`src/rtl/muldiv_unit.sv`:
```
// Sequential RV32M multiply/divide unit (shift-add multiply, restoring divide, one bit per clock).
// Latency: N+1 edges from the start edge to done/result; divide-by-zero and signed overflow take 1 edge.
// Backpressure: none; start is only sampled while idle, and busy stalls the issuing pipeline.
//
// Ports:
//   clk, rst     rising-edge clock; asynchronous active-high reset
//   start        request, accepted only in IDLE
//   funct3       000 MUL, 001 MULH, 010 MULHSU, 011 MULHU, 100 DIV, 101 DIVU, 110 REM, 111 REMU
//   a, b         rs1 / rs2 operands; latched on the accepted start edge
//   busy         high from the start edge until the result edge
//   done         one-cycle pulse alongside a freshly loaded result
//   result       registered result, held until overwritten by the next operation
module muldiv_unit #(
  parameter int N = 32
) (
  input  logic         clk,
  input  logic         rst,
  input  logic         start,
  input  logic [2:0]   funct3,
  input  logic [N-1:0] a,
  input  logic [N-1:0] b,
  output logic         busy,
  output logic         done,
  output logic [N-1:0] result
);

  localparam int CW = $clog2(N);

  typedef enum logic [1:0] {
    IDLE   = 2'd0,
    RUN    = 2'd1,
    FINISH = 2'd2
  } state_t;

  state_t state;
  state_t state_nxt;

  // Latched operation and sign information
  logic [2:0]     op;
  logic           sign_a;   // remainder takes the dividend's sign
  logic           neg_res;  // negate product / quotient at the end
  logic [N-1:0]   opnd;     // |a| as multiplicand, or |b| as divisor
  logic [CW-1:0]  cnt;

  // Working registers
  logic [2*N-1:0] acc;      // product accumulator; low half starts as the multiplier
  logic [N:0]     rem;      // partial remainder
  logic [N-1:0]   quo;      // dividend shifts out of the top while quotient bits shift in

  // ---------------------------------------------------------------
  // Start-edge decode
  // ---------------------------------------------------------------
  logic         accept;
  logic         is_div;
  logic         a_signed;
  logic         b_signed;
  logic         in_sa;
  logic         in_sb;
  logic [N-1:0] abs_a;
  logic [N-1:0] abs_b;
  logic         b_zero;
  logic         div_ovf;
  logic         fast;

  always_comb begin
    accept   = (state == IDLE) && start;
    is_div   = funct3[2];
    a_signed = (funct3 == 3'b001) || (funct3 == 3'b010) ||
               (funct3 == 3'b100) || (funct3 == 3'b110);
    b_signed = (funct3 == 3'b001) || (funct3 == 3'b100) || (funct3 == 3'b110);
    in_sa    = a_signed && a[N-1];
    in_sb    = b_signed && b[N-1];
    // Negating the most negative value wraps to itself, which is the
    // correct magnitude when read as unsigned.
    abs_a    = in_sa ? -a : a;
    abs_b    = in_sb ? -b : b;
    b_zero   = (b == '0);
    div_ovf  = funct3[2] && !funct3[0] &&
               (a == {1'b1, {(N-1){1'b0}}}) && (b == {N{1'b1}});
    fast     = is_div && (b_zero || div_ovf);
  end

  // ---------------------------------------------------------------
  // FSM: state register
  // ---------------------------------------------------------------
  always_ff @(posedge clk or posedge rst) begin
    if (rst) begin
      state <= IDLE;
    end else begin
      state <= state_nxt;
    end
  end

  // FSM: next-state logic
  always_comb begin
    state_nxt = state;
    case (state)
      IDLE: begin
        if (start) begin
          state_nxt = fast ? FINISH : RUN;
        end
      end
      RUN: begin
        if (cnt == CW'(N - 1)) begin
          state_nxt = FINISH;
        end
      end
      FINISH:  state_nxt = IDLE;
      default: state_nxt = IDLE;
    endcase
  end

  // FSM: outputs
  always_comb begin
    busy = (state != IDLE);
  end

  // ---------------------------------------------------------------
  // Per-iteration datapath
  // ---------------------------------------------------------------
  logic [N:0]     mul_sum;
  logic [2*N-1:0] mul_next;
  logic [N:0]     div_shift;
  logic [N+1:0]   div_diff;
  logic           div_ok;

  always_comb begin
    // Add the multiplicand into the upper half when the multiplier LSB is
    // set, then shift the whole accumulator right by one.
    mul_sum   = {1'b0, acc[2*N-1:N]} + (acc[0] ? {1'b0, opnd} : {(N+1){1'b0}});
    mul_next  = {mul_sum, acc[N-1:1]};
    // Trial subtraction of the divisor from the shifted remainder. A set
    // remainder MSB means the shifted value already exceeds any divisor; the
    // low bits of the difference are still exact in that case.
    div_shift = {rem[N-1:0], quo[N-1]};
    div_diff  = {1'b0, div_shift} - {2'b00, opnd};
    div_ok    = rem[N] || !div_diff[N+1];
  end

  // ---------------------------------------------------------------
  // Sign fix and result select
  // ---------------------------------------------------------------
  logic [2*N-1:0] prod_fix;
  logic [N-1:0]   quo_fix;
  logic [N-1:0]   rem_fix;
  logic [N-1:0]   res_nxt;

  always_comb begin
    prod_fix = neg_res ? -acc : acc;
    quo_fix  = neg_res ? -quo : quo;
    rem_fix  = sign_a ? -rem[N-1:0] : rem[N-1:0];
    case (op)
      3'b000:                 res_nxt = prod_fix[N-1:0];
      3'b001, 3'b010, 3'b011: res_nxt = prod_fix[2*N-1:N];
      3'b100, 3'b101:         res_nxt = quo_fix;
      default:                res_nxt = rem_fix;
    endcase
  end

  // ---------------------------------------------------------------
  // Working registers, result and done
  // ---------------------------------------------------------------
  always_ff @(posedge clk or posedge rst) begin
    if (rst) begin
      op      <= '0;
      sign_a  <= 1'b0;
      neg_res <= 1'b0;
      opnd    <= '0;
      cnt     <= '0;
      acc     <= '0;
      rem     <= '0;
      quo     <= '0;
      result  <= '0;
      done    <= 1'b0;
    end else begin
      done <= (state == FINISH);
      if (accept) begin
        op      <= funct3;
        sign_a  <= in_sa;
        // Divide-by-zero returns all ones regardless of operand signs.
        neg_res <= (in_sa ^ in_sb) && !(is_div && b_zero);
        cnt     <= '0;
        if (is_div) begin
          opnd <= abs_b;
          acc  <= '0;
          // Divide-by-zero preloads quotient=all ones and remainder=|a|;
          // the end-of-op sign fix then restores the remainder to a.
          // Signed overflow preloads quotient=|a| (already 2^(N-1)), rem=0.
          quo  <= b_zero ? {N{1'b1}} : abs_a;
          rem  <= b_zero ? {1'b0, abs_a} : {(N+1){1'b0}};
        end else begin
          opnd <= abs_a;
          acc  <= {{N{1'b0}}, abs_b};
          quo  <= '0;
          rem  <= '0;
        end
      end else if (state == RUN) begin
        cnt <= cnt + 1'b1;
        if (op[2]) begin
          quo <= {quo[N-2:0], div_ok};
          rem <= div_ok ? div_diff[N:0] : div_shift;
        end else begin
          acc <= mul_next;
        end
      end else if (state == FINISH) begin
        result <= res_nxt;
      end
    end
  end

endmodule
```
`config.mk`:
```
export PLATFORM = sky130hd
export DESIGN_NAME = muldiv_unit
export DESIGN_NICKNAME = d
export VERILOG_FILES = /design/src/rtl/muldiv_unit.sv
export SDC_FILE = /design/constraint.sdc
export NUM_CORES = 1
export LEC_CHECK = 0
export BUFFER_PORTS_ARGS = -buffer_cell sky130_fd_sc_hd__buf_2
export CAP_MARGIN = 20
export CORE_MARGIN = 2
export CORE_UTILIZATION = 35
export CTS_CLUSTER_SIZE = 20
export DETAILED_ROUTE_END_ITERATION = 8
export PLACE_DENSITY = 0.5
export SETUP_SLACK_MARGIN = 0.5
export SLEW_MARGIN = 20
export SYNTH_ARGS = -nofsm -noshare
export SYNTH_HDL_FRONTEND = slang
export SYNTH_SLANG_ARGS = --single-unit
```
`constraint.sdc`:
```
create_clock -name clk -period 6.49 [get_ports clk]
set_clock_uncertainty 0.15 [all_clocks]
set_input_delay 0.649 -clock clk [delete_from_list [all_inputs] [get_ports clk]]
set_output_delay 0.649 -clock clk [all_outputs]
set_load 0.05 [all_outputs]
```
==> impl_metrics.env <==
export IMPL_synth_area_leaders="dfrtp_1 (30%), o21ai_0 (6.7%), xnor2_1 (6.1%), xor2_1 (5.4%), ha_1 (5.2%)"
export IMPL_avgRoutedWirePerCell_um=25.4
export IMPL_drt_initial_drc_count=2047
export IMPL_antenna_diode_count=0
export IMPL_place_hpwl_mm=56.6
export IMPL_vias=17700
export IMPL_rows=81
export IMPL_die_w_um=226
export IMPL_cts_tree="built"
export IMPL_cp_slowest_cell="clkinv_1"
export IMPL_synth_nets=2337
export IMPL_drv_cap=0
export IMPL_holdBufCountCts=0
export IMPL_setup_ws_ps=1880
export IMPL_start_util_pct=35.3
export IMPL_syn_area_um2=17200
export IMPL_drtAntennaViolNets=0
export IMPL_synth_flop_cell="dfrtp_1"
export IMPL_finish_net_count=2370
export IMPL_htree_levels=1
export IMPL_synth_commonest_cells="o21ai_0 (232), nand2_1 (228), dfrtp_1 (206)"
export IMPL_crit_path_start_kind="flip-flop"
export IMPL_status="complete, no violations"
export IMPL_clockRootBuffer="clkbuf_16"
export IMPL_synth_edf_count=0
export IMPL_arrival_ps=4890
export IMPL_worstPathMaxFanout=31
export IMPL_grt_use_total_pct=28.7
export IMPL_drv_slew=0
export IMPL_ys_warn_count=0
export IMPL_ctsResizeCount=0
export IMPL_yosys_area_top_type_share_pct=29.9
export IMPL_setup_violations=0
export IMPL_fillers=5071
export IMPL_synthCells=2193
export IMPL_min_path_type="in -> async"
export IMPL_worstPathCellList="clkinv_1 > nor2_1 > ha_1 > o21ai_0 > nor4_1 > nor3_1 > a21oi_1 > a31oi_1 > o21ai_0 > a311oi_1 > xor2_1 > o21ai_0"
export IMPL_vias_per_cell=6.09
export IMPL_leakage_uw=0.00792
export IMPL_slowest_delay_ps=830
export IMPL_gp_congestion=1.02
export IMPL_layout_drive_gt1_share_pct=9.57
export IMPL_cp_data_required_time_ps=6770
export IMPL_path_clk_slew_ps=60
export IMPL_first_pass_iters=7
export IMPL_relSlewSlack_pct=28.3
export IMPL_crit_type="reg -> reg"
export IMPL_max_freq_ghz=0.217
export IMPL_worst_pin_slew_ps=1080
export IMPL_synth_most_common_cell="o21ai_0"
export IMPL_avgSynthCellArea_um2=7.85
export IMPL_rsz0062_at_grt="false"
export IMPL_post_cts_buffers=0
export IMPL_dp_slack_ps=1880
export IMPL_coreArea_um2=48700
export IMPL_grt_pass1_wl_mm=109
export IMPL_grt_pass1_vias=16600
export IMPL_clockBufferDepth=3
export IMPL_insertion_delay_ps=570
export IMPL_final_hold_viol_count=0
export IMPL_powerDensity_nw_per_um2=566
export IMPL_synth_yosys_seq_area_share_pct=29.9
export IMPL_route_detailed_drc=0
export IMPL_grt_max_degree=137
export IMPL_fin_tns_setup_ps=0
export IMPL_synthArstFlopShare_pct=100
export IMPL_die_h_um=226
export IMPL_cts_buffers=27
export IMPL_finalCriticalPeriod_ps=4610
export IMPL_routed_wl_mm=74.0
export IMPL_synth_distinct_cells=80
export IMPL_yosys_register_bits=206
export IMPL_endpoint_kind="flip-flop"
export IMPL_peakVddDrop_v=0.000226
export IMPL_grt_ovfl_total=0
export IMPL_path_common_cell="o21ai_0"
export IMPL_fp_dieArea_um2=51000
export IMPL_antenna_found_initial=1
export IMPL_cts_sinks=206
export IMPL_port_buffers=103
export IMPL_min_period_over_period_pct=71.0
export IMPL_area_growth_pct=12.0
export IMPL_top_level_ports=104
export IMPL_synth_top_cell_by_area="dfrtp_1"
[cell families (layout without fill, tap and decap cells)]
family	Yosys count	in the layout	share of synthesized area, %
buffers and inverters	204	257	4.47
AOI/OAI and AO/OA	752	752	27.7
adders and majority gates	74	74	5.46
DFF	206	206	29.9
and+or+nand+nor	701	701	19.1
muxes	30	30	1.76
xor gates and xnor gates	226	226	11.5
[per-layer routing]
layer | global-route usage, % | vias to the layer above | wire [µm]
li1 | - | 8077 | -
met4 | 11.5 | 0 | 3290
met3 | 4.75 | 126 | 5890
met5 | 0 | - | 0
met1 | 40.0 | 8673 | 32500
met2 | 44.2 | 845 | 32400
[power by group]
part | internal (µW) | total, µW | switching, µW
Combinational | 2420 | 6740 | 4330
Sequential | 1790 | 2590 | 806
Clock | 954 | 1590 | 638
Total | 5160 | 10900 | 5770
[final cells by class]
type                            count  area [µm²]  share of cell area (%)
Clock buffer                       42         832                    4.31
Clock inverter                      7        88.8                   0.460
Inverter                           75         285                    1.48
Multi-Input combinational cell   1783       11400                    58.8
Sequential cell                   206        5160                    26.7
Tap cell                          664         831                    4.30
Timing Repair Buffer              133         753                    3.90
[sequential cells by signal (all words and copies together) (netlist names)]
signal and count:
neg_res 1, opnd 32, sign_a 1, result 32
state 2, done 1, op 3, rem 33
cnt 5, quo 32, acc 64
[cell usage in the layout, fill, tap and decap left out, drive strengths merged, types with 6 or more instances in the layout]
cell type	count
o21ai	236
nand2	228
dfrtp	206
nor2	196
a21oi	173
buf	133
xnor2	120
xor2	106
inv	73
ha	72
nor3	56
o31ai	48
clkbuf	42
a22oi	41
nand3	38
or3	34
a21o	32
nand4	30
mux2i	28
o221ai	27
nand2b	26
o22ai	25
a211oi	23
o41ai	23
o211ai	22
nor4	22
or4	20
nor2b	15
a31oi	15
o21a	14
and2	11
a221oi	11
o21bai	7
and3	6
clkinv	6
[per-stage QoR]
stage	total power (µW)	std cells	instance area [µm²]	hold slack [ps]	util, %
floorplan	7000	2193	17200	292	-
global placement	9130	2861	18400	307	37.7
detailed placement	9190	2861	18400	317	37.7
CTS	10800	2910	19300	177	39.6
global route	11600	2910	19300	199	39.6
finish	10900	2910	19300	124	39.6
[critical path: cells and delay by family, from the launching register on]
kind                     cells  cell delay [ps]
adder cells (fa/ha/maj)      1              310
AND/OR/NAND/NOR              3              750
flip-flops                   1              510
XOR/XNOR                     1              180
buffers and inverters        1              830
AO/OA/AOI/OAI                6             1740
[worst paths after layout]
kind / startpoint / to / slack [ps] / depth (start not counted)
max reg2reg: acc[0] / acc[62] / 1880 / 12
max: acc[0] / acc[62] / 1880 / 12
min: rst / quo[30] / 120 / 3
min reg2reg: result[8] / result[8] / 320 / 2
min in group clk: funct3[1] / op[1] / 180 / 3
max in group asynchronous: rst / result[15] / 5250 / 3
(Power assumes the default switching activity.)
